===== src/rtl/ram_port_arbiter_if.sv =====
// ram_port_arbiter_if: one requester's access port to the shared RAM.
// The master side issues req/we/addr/wdata; the slave answers gnt and read data.
interface ram_port_arbiter_if #(
  parameter int DATA_WIDTH = 32,
  parameter int ADDR_WIDTH = 8
);
  logic                  req;
  logic                  we;
  logic [ADDR_WIDTH-1:0] addr;
  logic [DATA_WIDTH-1:0] wdata;
  logic                  gnt;
  logic                  rvalid;
  logic [DATA_WIDTH-1:0] rdata;

  modport master (
    output req, we, addr, wdata,
    input  gnt, rvalid, rdata
  );

  modport slave (
    input  req, we, addr, wdata,
    output gnt, rvalid, rdata
  );
endinterface


===== src/rtl/ram_port_arbiter.sv =====
// ram_port_arbiter: round-robin sharing of one single-port RAM by two requesters.
// Define ARB_PERF_COUNT_EN to add saturating grant/conflict counters.
module ram_port_arbiter #(
  parameter int DATA_WIDTH   = 32,
  parameter int ADDR_WIDTH   = 8,
  parameter int READ_LATENCY = 1
) (
  input  logic                  clk,
  input  logic                  reset,
  ram_port_arbiter_if.slave     rq0,
  ram_port_arbiter_if.slave     rq1,
  output logic [ADDR_WIDTH-1:0] ram_address,
  output logic [DATA_WIDTH-1:0] ram_data,
  output logic                  ram_wren,
  input  logic [DATA_WIDTH-1:0] ram_q
`ifdef ARB_PERF_COUNT_EN
  ,
  output logic [15:0]           gnt_cnt0,
  output logic [15:0]           gnt_cnt1,
  output logic [15:0]           conflict_cnt
`endif
);

  localparam int RL = READ_LATENCY;

  logic          last_gnt;
  logic          g0;
  logic          g1;
  logic          push;
  logic [RL-1:0] pv;
  logic [RL-1:0] pid;

  // Under contention the requester that did not win last time goes.
  always_comb begin
    g0 = reset & rq0.req & (~rq1.req | last_gnt);
    g1 = reset & rq1.req & (~rq0.req | ~last_gnt);
  end

  assign rq0.gnt = g0;
  assign rq1.gnt = g1;

  always_comb begin
    ram_address = rq0.addr;
    ram_data    = rq0.wdata;
    if (g1) begin
      ram_address = rq1.addr;
      ram_data    = rq1.wdata;
    end
    ram_wren = (g0 & rq0.we) | (g1 & rq1.we);
    push     = (g0 & ~rq0.we) | (g1 & ~rq1.we);
  end

  always_ff @(posedge clk or negedge reset) begin
    if (!reset) begin
      last_gnt <= 1'b1;
    end else if (g0) begin
      last_gnt <= 1'b0;
    end else if (g1) begin
      last_gnt <= 1'b1;
    end
  end

  // Read tags travel alongside the RAM's own latency.
  always_ff @(posedge clk or negedge reset) begin
    if (!reset) begin
      pv  <= '0;
      pid <= '0;
    end else begin
      pv[0]  <= push;
      pid[0] <= g1;
      for (int i = 1; i < RL; i++) begin
        pv[i]  <= pv[i-1];
        pid[i] <= pid[i-1];
      end
    end
  end

  assign rq0.rvalid = pv[RL-1] & ~pid[RL-1];
  assign rq1.rvalid = pv[RL-1] & pid[RL-1];
  assign rq0.rdata  = ram_q;
  assign rq1.rdata  = ram_q;

`ifdef ARB_PERF_COUNT_EN
  always_ff @(posedge clk or negedge reset) begin
    if (!reset) begin
      gnt_cnt0     <= '0;
      gnt_cnt1     <= '0;
      conflict_cnt <= '0;
    end else begin
      if (g0 && gnt_cnt0 != 16'hFFFF) begin
        gnt_cnt0 <= gnt_cnt0 + 16'd1;
      end
      if (g1 && gnt_cnt1 != 16'hFFFF) begin
        gnt_cnt1 <= gnt_cnt1 + 16'd1;
      end
      if (rq0.req && rq1.req && conflict_cnt != 16'hFFFF) begin
        conflict_cnt <= conflict_cnt + 16'd1;
      end
    end
  end
`endif

endmodule


===== src/flat_wrapper.sv =====
// flat-port wrapper written by rule: the top's interface ports become plain ports
module ram_port_arbiter_flat 
#(
  parameter int DATA_WIDTH   = 32,
  parameter int ADDR_WIDTH   = 8,
  parameter int READ_LATENCY = 1
)
  (clk, reset, ram_address, ram_data, ram_wren, ram_q, rq0_req, rq0_we, rq0_addr, rq0_wdata, rq0_gnt, rq0_rvalid, rq0_rdata, rq1_req, rq1_we, rq1_addr, rq1_wdata, rq1_gnt, rq1_rvalid, rq1_rdata);
  ram_port_arbiter_if #(.DATA_WIDTH(DATA_WIDTH), .ADDR_WIDTH(ADDR_WIDTH)) rq0_i ();
  ram_port_arbiter_if #(.DATA_WIDTH(DATA_WIDTH), .ADDR_WIDTH(ADDR_WIDTH)) rq1_i ();
  input  logic clk;
  input  logic reset;
  output logic [ADDR_WIDTH-1:0] ram_address;
  output logic [DATA_WIDTH-1:0] ram_data;
  output logic ram_wren;
  input  logic [DATA_WIDTH-1:0] ram_q;
  input wire logic [$bits(rq0_i.req)-1:0] rq0_req;
  input wire logic [$bits(rq0_i.we)-1:0] rq0_we;
  input wire logic [$bits(rq0_i.addr)-1:0] rq0_addr;
  input wire logic [$bits(rq0_i.wdata)-1:0] rq0_wdata;
  output wire logic [$bits(rq0_i.gnt)-1:0] rq0_gnt;
  output wire logic [$bits(rq0_i.rvalid)-1:0] rq0_rvalid;
  output wire logic [$bits(rq0_i.rdata)-1:0] rq0_rdata;
  input wire logic [$bits(rq1_i.req)-1:0] rq1_req;
  input wire logic [$bits(rq1_i.we)-1:0] rq1_we;
  input wire logic [$bits(rq1_i.addr)-1:0] rq1_addr;
  input wire logic [$bits(rq1_i.wdata)-1:0] rq1_wdata;
  output wire logic [$bits(rq1_i.gnt)-1:0] rq1_gnt;
  output wire logic [$bits(rq1_i.rvalid)-1:0] rq1_rvalid;
  output wire logic [$bits(rq1_i.rdata)-1:0] rq1_rdata;
  assign rq0_i.req = rq0_req;
  assign rq0_i.we = rq0_we;
  assign rq0_i.addr = rq0_addr;
  assign rq0_i.wdata = rq0_wdata;
  assign rq0_gnt = rq0_i.gnt;
  assign rq0_rvalid = rq0_i.rvalid;
  assign rq0_rdata = rq0_i.rdata;
  assign rq1_i.req = rq1_req;
  assign rq1_i.we = rq1_we;
  assign rq1_i.addr = rq1_addr;
  assign rq1_i.wdata = rq1_wdata;
  assign rq1_gnt = rq1_i.gnt;
  assign rq1_rvalid = rq1_i.rvalid;
  assign rq1_rdata = rq1_i.rdata;
  ram_port_arbiter #(.DATA_WIDTH(DATA_WIDTH), .ADDR_WIDTH(ADDR_WIDTH), .READ_LATENCY(READ_LATENCY)) u_core (.clk(clk), .reset(reset), .rq0(rq0_i), .rq1(rq1_i), .ram_address(ram_address), .ram_data(ram_data), .ram_wren(ram_wren), .ram_q(ram_q));
endmodule

===== config.mk =====
export PLATFORM = sky130hd
export DESIGN_NAME = ram_port_arbiter_flat
export DESIGN_NICKNAME = d
export VERILOG_FILES = /design/src/rtl/ram_port_arbiter_if.sv /design/src/rtl/ram_port_arbiter.sv /design/src/flat_wrapper.sv
export SDC_FILE = /design/constraint.sdc
export NUM_CORES = 1
export LEC_CHECK = 0
export CAP_MARGIN = 20
export CORE_AREA = 2 2 89 91
export DETAILED_ROUTE_END_ITERATION = 10
export DIE_AREA = 0 0 91 93
export PLACE_DENSITY = 0.83
export SLEW_MARGIN = 20
export SYNTH_ARGS = -nofsm -noshare
export SYNTH_HDL_FRONTEND = slang
export SYNTH_SLANG_ARGS = --single-unit

===== constraint.sdc =====
create_clock -name clk -period 1.5 [get_ports clk]
set_clock_uncertainty 0.2 [all_clocks]
set_input_delay 0.225 -clock clk [delete_from_list [all_inputs] [get_ports clk]]
set_output_delay 0.225 -clock clk [all_outputs]
set_load 0.03 [all_outputs]

==> impl_results.md, run 1 <==
- Result of the run: finished, violations left
- Violated checks: negative setup slack
- Internal power: between 0.0008 and 0.0009 W
- Final setup violation count: 43
- Number of nets in the synthesized netlist: around 250
- Data arrival time of the worst path: 1.72 ns
- Type of element capturing the critical path: output port
- Effective utilization at floorplan: around 17%
- Final Cell Area: about 2600 µm²
- Clock transition at path regs: roughly 0.030 ns
- GRT Resource Usage Total: about a tenth
- R2r setup slk: 0.01 ns
- Antenna diode count: 0
- Post-route total power: ~0.0014 W
- Final worst slack: -0.643 ns
- Sw Share: a little over a third
- Share of layout cells above drive strength 1: between 50% and 60%
- Largest net degree at the start of global routing: 19
- Final design utilization: 35.1%
- DR pass1 iterations: 3
- Unrepaired setup endpoints after global routing: yes
- Fin nets: between 300 and 400
- Clock period minus final worst setup slack: about 2.1 ns
- Post-Syn Instances: ~130
- Standard-cell rows: 32
- Inserted Clock Buffers: 3
- Clock network fraction of design power: between 15 and 20%
- Leakage dissipation: about 1.2 nW
- Root Buffer Master: clkbuf_8
- Port buffer count: between 100 and 150
- Flip-flop and latch count after synthesis: 3
- Cell at the slowest stage of the critical path: dfstp_2
- Setup crit start: u_core.last_gnt
- Total I/O pin count: about 230
- Library cells used by synthesis: 18
- Via-to-Cell Ratio: roughly 3.6
- Max-capacitance violation count: 0
- FF-to-FF End: u_core.pid
- Synthesized area per cell: roughly 10 µm²
- Worst-path maximum fanout: 18
- Vert. Die Dim: 93 µm
- Syn Std Cell Area: 1300 µm²
- Number of slew-limit violations in the final report: 0
- Kind of critical path: flop to output port
- Number of levels the H-tree was split into: 1
- Required time at the worst-slack endpoint: between 1 and 1.5 ns
- Relative contribution of combinational cells to total power: around three quarters
- CP Cell Sequence: nand2_4 > nand3_4 > buf_12 > mux2_4 > clkdlybuf4s15_2
- Max-Slew Margin vs Limit: roughly 82%
- Wire length reported by the detailed router: between 4 and 5 mm
- Number of sinks handled by clock tree synthesis: 3
- Critical path launch point type: flop
- Worst stage delay on the critical path: ~0.55 ns
- Number of DRC markers after the initial detailed-route iteration: 23
- Area growth, synth to finish: 104%
- Placed instance area: roughly 2300 µm²
- IR drop worst, VDD: roughly 0.18 mV
- Drt drc: 0
- Post-route clock period utilization: 143%
- Number of nets with antenna violations after routing: 0
- Final GP Congestion: 0.741
- HPWL Detailed: between 3 and 4 mm
- Core area: 7530 µm²
- Pwr/cell area: 512 nW/µm²
- Initial antenna violation count: 0
- Total vias in the final route: ~1200
- Overflow after GRT: 0
- Synth Warn #: 0
- Transition time at the pin with the least slew margin: ~0.27 ns
- Worst reg2reg startpoint: u_core.last_gnt
- Final Hold Violating Endpoints: 0
- Worst skew pair latency: ~0.21 ns
- Worst Hold Class: input port to asynchronous set/reset pin
- Register share of total power: 7.5%
- Crit path to: ram_data[17]
- Number of cells on the worst reg-to-reg path: 7
- Hold slack final: roughly 0.11 ns
- Clock tree buffer depth: 2
- Part of the Yosys area used for sequential elements: approximately 5.9%
- Worst slack, placed: -0.958 ns
- Floorplan die width: around 91 µm
- Via count of the first global-routing pass: 1269
- DIE AREA: around 8500 µm²
- Detail-routed net length per standard cell: roughly 14 µm
- First-pass GRT wire length: ~6.6 mm
- Psw: approximately 0.00047 W
- CTS tree: yes
- Max frequency: between 400 and 500 MHz
## cell usage in the layout, fill, tap and decap left out, types with 2 or more instances in the layout
| cell | netlist | final |
|---|---|---|
| buf_2 | 0 | 3 |
| dfrtp_1 | 2 | 2 |
| clkbuf_8 | 0 | 3 |
| inv_1 | 3 | 2 |
| clkdlybuf4s15_2 | 0 | 20 |
| clkdlybuf4s50_1 | 0 | 82 |
| buf_12 | 0 | 8 |
| buf_4 | 64 | 8 |
| dlygate4sd2_1 | 0 | 3 |
| buf_8 | 0 | 2 |
| buf_6 | 4 | 28 |
| nand2_1 | 4 | 2 |
| mux2_4 | 39 | 39 |
## layout make-up
cell class                 instances  area [µm²]
clock buffer                       4        45.0
tap                              102         128
fill                             749        4880
timing repair buffer             155        1660
inverter                           3        13.8
sequential                         3        76.3
multi-input combinational         54         719
## synth_stat cells
cell,count,area [µm²]
buf_6,4,45.0
a31oi_1,1,6.26
nand2_1,4,15.0
and2_1,1,6.26
inv_1,3,11.3
nor2_1,1,3.75
o21ai_0,1,5.00
o32ai_1,1,8.76
mux2_4,39,586
a21oi_1,1,5.00
nor2b_1,1,6.26
dfrtp_1,2,50.1
nand3_4,1,17.5
o22ai_1,1,6.26
dfstp_2,1,26.3
or2b_1,1,7.51
buf_4,64,480
mux2_2,1,11.3
## timing repair
item / CTS / global route
gates cloned: 0 / 0
pin swaps: 1 / 0
gates resized for setup: 205 / 13
setup buffers: 11 / 3
hold buffers: 1 / 0
setup endpoints to repair: 45 / 43
hold endpoints to repair: 2 / 0
## metrics by stage
step	std cells	TNS, ns
after global placement	303	-38.37
after floorplan	128	-5.89
after detailed placement	303	-39.45
after global routing	321	-26.76
final	321	-24.75
after CTS	319	-24.57
## critical path: cells and delay by family, from the launching register on
| kind | cells | cell delay, ns |
|---|---|---|
| buffers and inverters | 2 | 0.47 |
| DFF | 1 | 0.55 |
| muxes | 1 | 0.31 |
| and+or+nand+nor | 2 | 0.16 |
## per-layer routing
layer	vias up	share of wire (%)	track usage [%]
met4	0	1.3	2.65
li1	545	-	-
met3	10	11	4.19
met1	523	31	8.81
met2	80	57	20.1
met5	-	0	0
## worst min path at each step
stage,from,end,cells past startpoint
after CTS,reset,u_core.last_gnt,2
after global routing,reset,u_core.last_gnt,2
final,reset,u_core.last_gnt,2
after global placement,ram_q[27],rq0_rdata[27],0
after floorplan,reset,u_core.pid,0
after detailed placement,ram_q[27],rq0_rdata[27],0
## registers in the layout (all words and copies together) (netlist names)
register,count
u_core.pv,1
u_core.last_gnt,1
u_core.pid,1
## power groups by stage
| stage | logic (W) | registers, W | clock network [W] |
|---|---|---|---|
| after CTS | 0.000992 | 0.0000996 | 0.000238 |
| final | 0.00102 | 0.000102 | 0.000232 |
| after global placement | 0.000914 | 0.000101 | 0 |
| after floorplan | 0.000785 | 0.000101 | 0 |
| after global routing | 0.00107 | 0.000103 | 0.000253 |
| after detailed placement | 0.000929 | 0.000100 | 0 |
## logic make-up after synthesis
logic type             Yosys count  share of synthesized area [%]
multiplexers                    40                           46.0
AND/OR/NAND/NOR                  9                           4.34
flip-flops                       3                           5.88
AO/OA/AOI/OAI                    5                           2.41
buffers and inverters           71                           41.4
(Power assumes the default switching activity.)
==> run 2, diff against run 1 <==
CORE_AREA = not set   (was 2 2 89 91)
CORE_MARGIN = 5   (was not set)
CORE_UTILIZATION = 19   (was not set)
DIE_AREA = not set   (was 0 0 91 93)
PLACE_DENSITY = 0.88   (was 0.83)
==> impl_results.md, run 2 (synthesis gave the netlist of run 1 again) <==
- Result of the run: finished, violations left
- Violated checks: negative setup slack
- Standard-cell rows: 30 (-6.3%)
- Overflow after GRT: 0 (unchanged)
- Antenna diode count: 0 (unchanged)
- Number of levels the H-tree was split into: 1 (unchanged)
- Max-capacitance violation count: 0 (unchanged)
- Fin nets: 329 (-2.7%)
- Type of element capturing the critical path: output port
- Post-route clock period utilization: 138% (-5.2 points)
- Total I/O pin count: 227 (unchanged)
- Clock tree buffer depth: 2 (unchanged)
- Final design utilization: 36.1% (+0.93 points)
- Vert. Die Dim: 92.6 µm (-0.39%)
- Number of slew-limit violations in the final report: 0 (unchanged)
- Required time at the worst-slack endpoint: 1.07 ns (about the same)
- Setup crit start: u_core.last_gnt
- HPWL Detailed: 3.84 mm (+3.4%)
- Pwr/cell area: 541 nW/µm² (+5.6%)
- Core area: 6720 µm² (-11%)
- Largest net degree at the start of global routing: 10 (-9)
- Number of DRC markers after the initial detailed-route iteration: 7 (-70%)
- Worst-path maximum fanout: 7 (-11)
- Total vias in the final route: 1130 (-2.4%)
- Number of sinks handled by clock tree synthesis: 3 (unchanged)
- GRT Resource Usage Total: 9.60% (-0.29 points)
- Number of cells on the worst reg-to-reg path: 6 (-1)
- First-pass GRT wire length: 6.41 mm (-3.5%)
- Root Buffer Master: clkbuf_8
- Drt drc: 0 (unchanged)
- Initial antenna violation count: 0 (unchanged)
- Leading cell type in the layout, fill and taps excluded: clkdlybuf4s50_1
- Via count of the first global-routing pass: 1205 (-5.0%)
- Leakage dissipation: 1.17 nW (-4.4%)
- Final GP Congestion: 0.737 (-0.58%)
- Transition time at the pin with the least slew margin: 0.303 ns (+0.0347 ns)
- Port buffer count: 130 (unchanged)
- Critical path launch point type: flop
- Max frequency: 484 MHz (+3.8%)
- Final Hold Violating Endpoints: 0 (unchanged)
- Unrepaired setup endpoints after global routing: yes
- Max-Slew Margin vs Limit: 79.8% (-2.3 points)
- IR drop worst, VDD: 0.156 mV (-16%)
- Final setup violation count: 43 (unchanged)
- Highest-count cells in the layout ignoring fill and taps: clkdlybuf4s50_1 (82), mux2_4 (40), buf_6 (36), buf_4 (15), buf_2 (5)
- Detail-routed net length per standard cell: 16.2 µm (+17%)
- Clock transition at path regs: 0.03 ns (about the same)
- Hold slack final: 0.108 ns (-0.00518 ns)
- Biggest regs: u_core.last_gnt x1, u_core.pid x1, u_core.pv x1
- DIE AREA: 8580 µm² (+1.4%)
- CTS tree: yes
- Number of nets with antenna violations after routing: 0 (unchanged)
- Wire length reported by the detailed router: 4.71 mm (+5.3%)
- R2r setup slk: 0.05 ns (+0.04 ns)
- Share of layout cells above drive strength 1: 51.9% (-2.9 points)
- Crit path to: ram_address[4]
- Final Cell Area: 2420 µm² (-8.4%)
- FF-to-FF End: u_core.pid
- Via-to-Cell Ratio: 3.90 (+8.0%)
- Floorplan die width: 92.6 µm (+1.8%)
- Final worst slack: -0.565 ns (+0.0779 ns)
- Data arrival time of the worst path: 1.64 ns (-0.08 ns)
- DR pass1 iterations: 4 (+1)
- Placed instance area: 2260 µm² (-3.4%)
- Kind of critical path: flop to output port
- Worst reg2reg startpoint: u_core.last_gnt
- Clock period minus final worst setup slack: 2.07 ns (-0.0779 ns)
- Effective utilization at floorplan: 19.3% (+2.1 points)
- Inserted Clock Buffers: 3 (unchanged)
- Worst Hold Class: input port to asynchronous set/reset pin
- Worst skew pair latency: 0.22 ns (about the same)
- Area growth, synth to finish: 86.8%
## run 2: cell count changes in the layout (fill, tap and decap cells not counted), moves of 2 or more
| cell | change |
|---|---|
| buf_6 | +8 |
| clkdlybuf4s15_2 | -20 |
| buf_12 | -6 |
| buf_2 | +2 |
| buf_4 | +7 |
## run 2: layout make-up
class	instances	area [µm²]
multi-input cells	54	706
inverters	3	13.8
fillers	665	4300
repair buffers	146	1480
well taps	80	100
flip-flops and latches	3	76.3
clock buffers	4	45.0
## run 2: critical path: stages (launching register included)
cell and delay (ns):
dfstp_2 0.55, nand2_4 0.06, nand3_4 0.13, buf_6 0.13
buf_16 0.11, mux2_4 0.30, buf_6 0.14
## run 2: timing repair
action,CTS,global route
pin swaps,1,1
resized for setup,176,82
hold endpoints to repair,2,0
buffers inserted,4,4
setup endpoints to repair,43,43
hold buffers,1,0
gates cloned,2,0
## run 2: how the worst min path moves through the flow
stage / cells after the start / from / end / slack (ns)
finish: 2 / reset / u_core.last_gnt / 0.11
global route: 2 / reset / u_core.last_gnt / 0.14
CTS: 2 / reset / u_core.last_gnt / 0.11
detailed placement: 0 / ram_q[29] / rq0_rdata[29] / 0.25
global placement: 0 / ram_q[29] / rq0_rdata[29] / 0.25
floorplan: 0 / reset / u_core.pid / -0.27
## run 2: where the power goes
part	switching, W	internal, W	leakage, nW
sequential	0.00000733	0.0000948	0.0370
combinational	0.000399	0.000569	1.11
clock	0.0000593	0.000182	0.0228
## run 2: per-stage QoR
step / power [W] / std cells / worst slack, ns / TNS (ns)
floorplan: 0.000886 / 128 / -0.150 / -5.89
global placement: 0.000994 / 279 / -0.963 / -36.39
global route: 0.00138 / 290 / -0.615 / -23.64
detailed placement: 0.00101 / 279 / -0.984 / -37.22
finish: 0.00131 / 290 / -0.565 / -21.37
CTS: 0.00128 / 289 / -0.643 / -24.70
## run 2: routing by layer
metal,GRT usage [%],wire length (µm),up-vias
li1,-,-,531
met2,18.1,2450,87
met1,9.24,1620,492
met4,4.64,94,0
met5,0,0,-
met3,3.25,540,20
==> run 3, diff against run 2 <==
CAP_MARGIN = not set   (was 20)
==> results of run 3 <==
Final layout, timing and power as in run 2 (identical DEF).
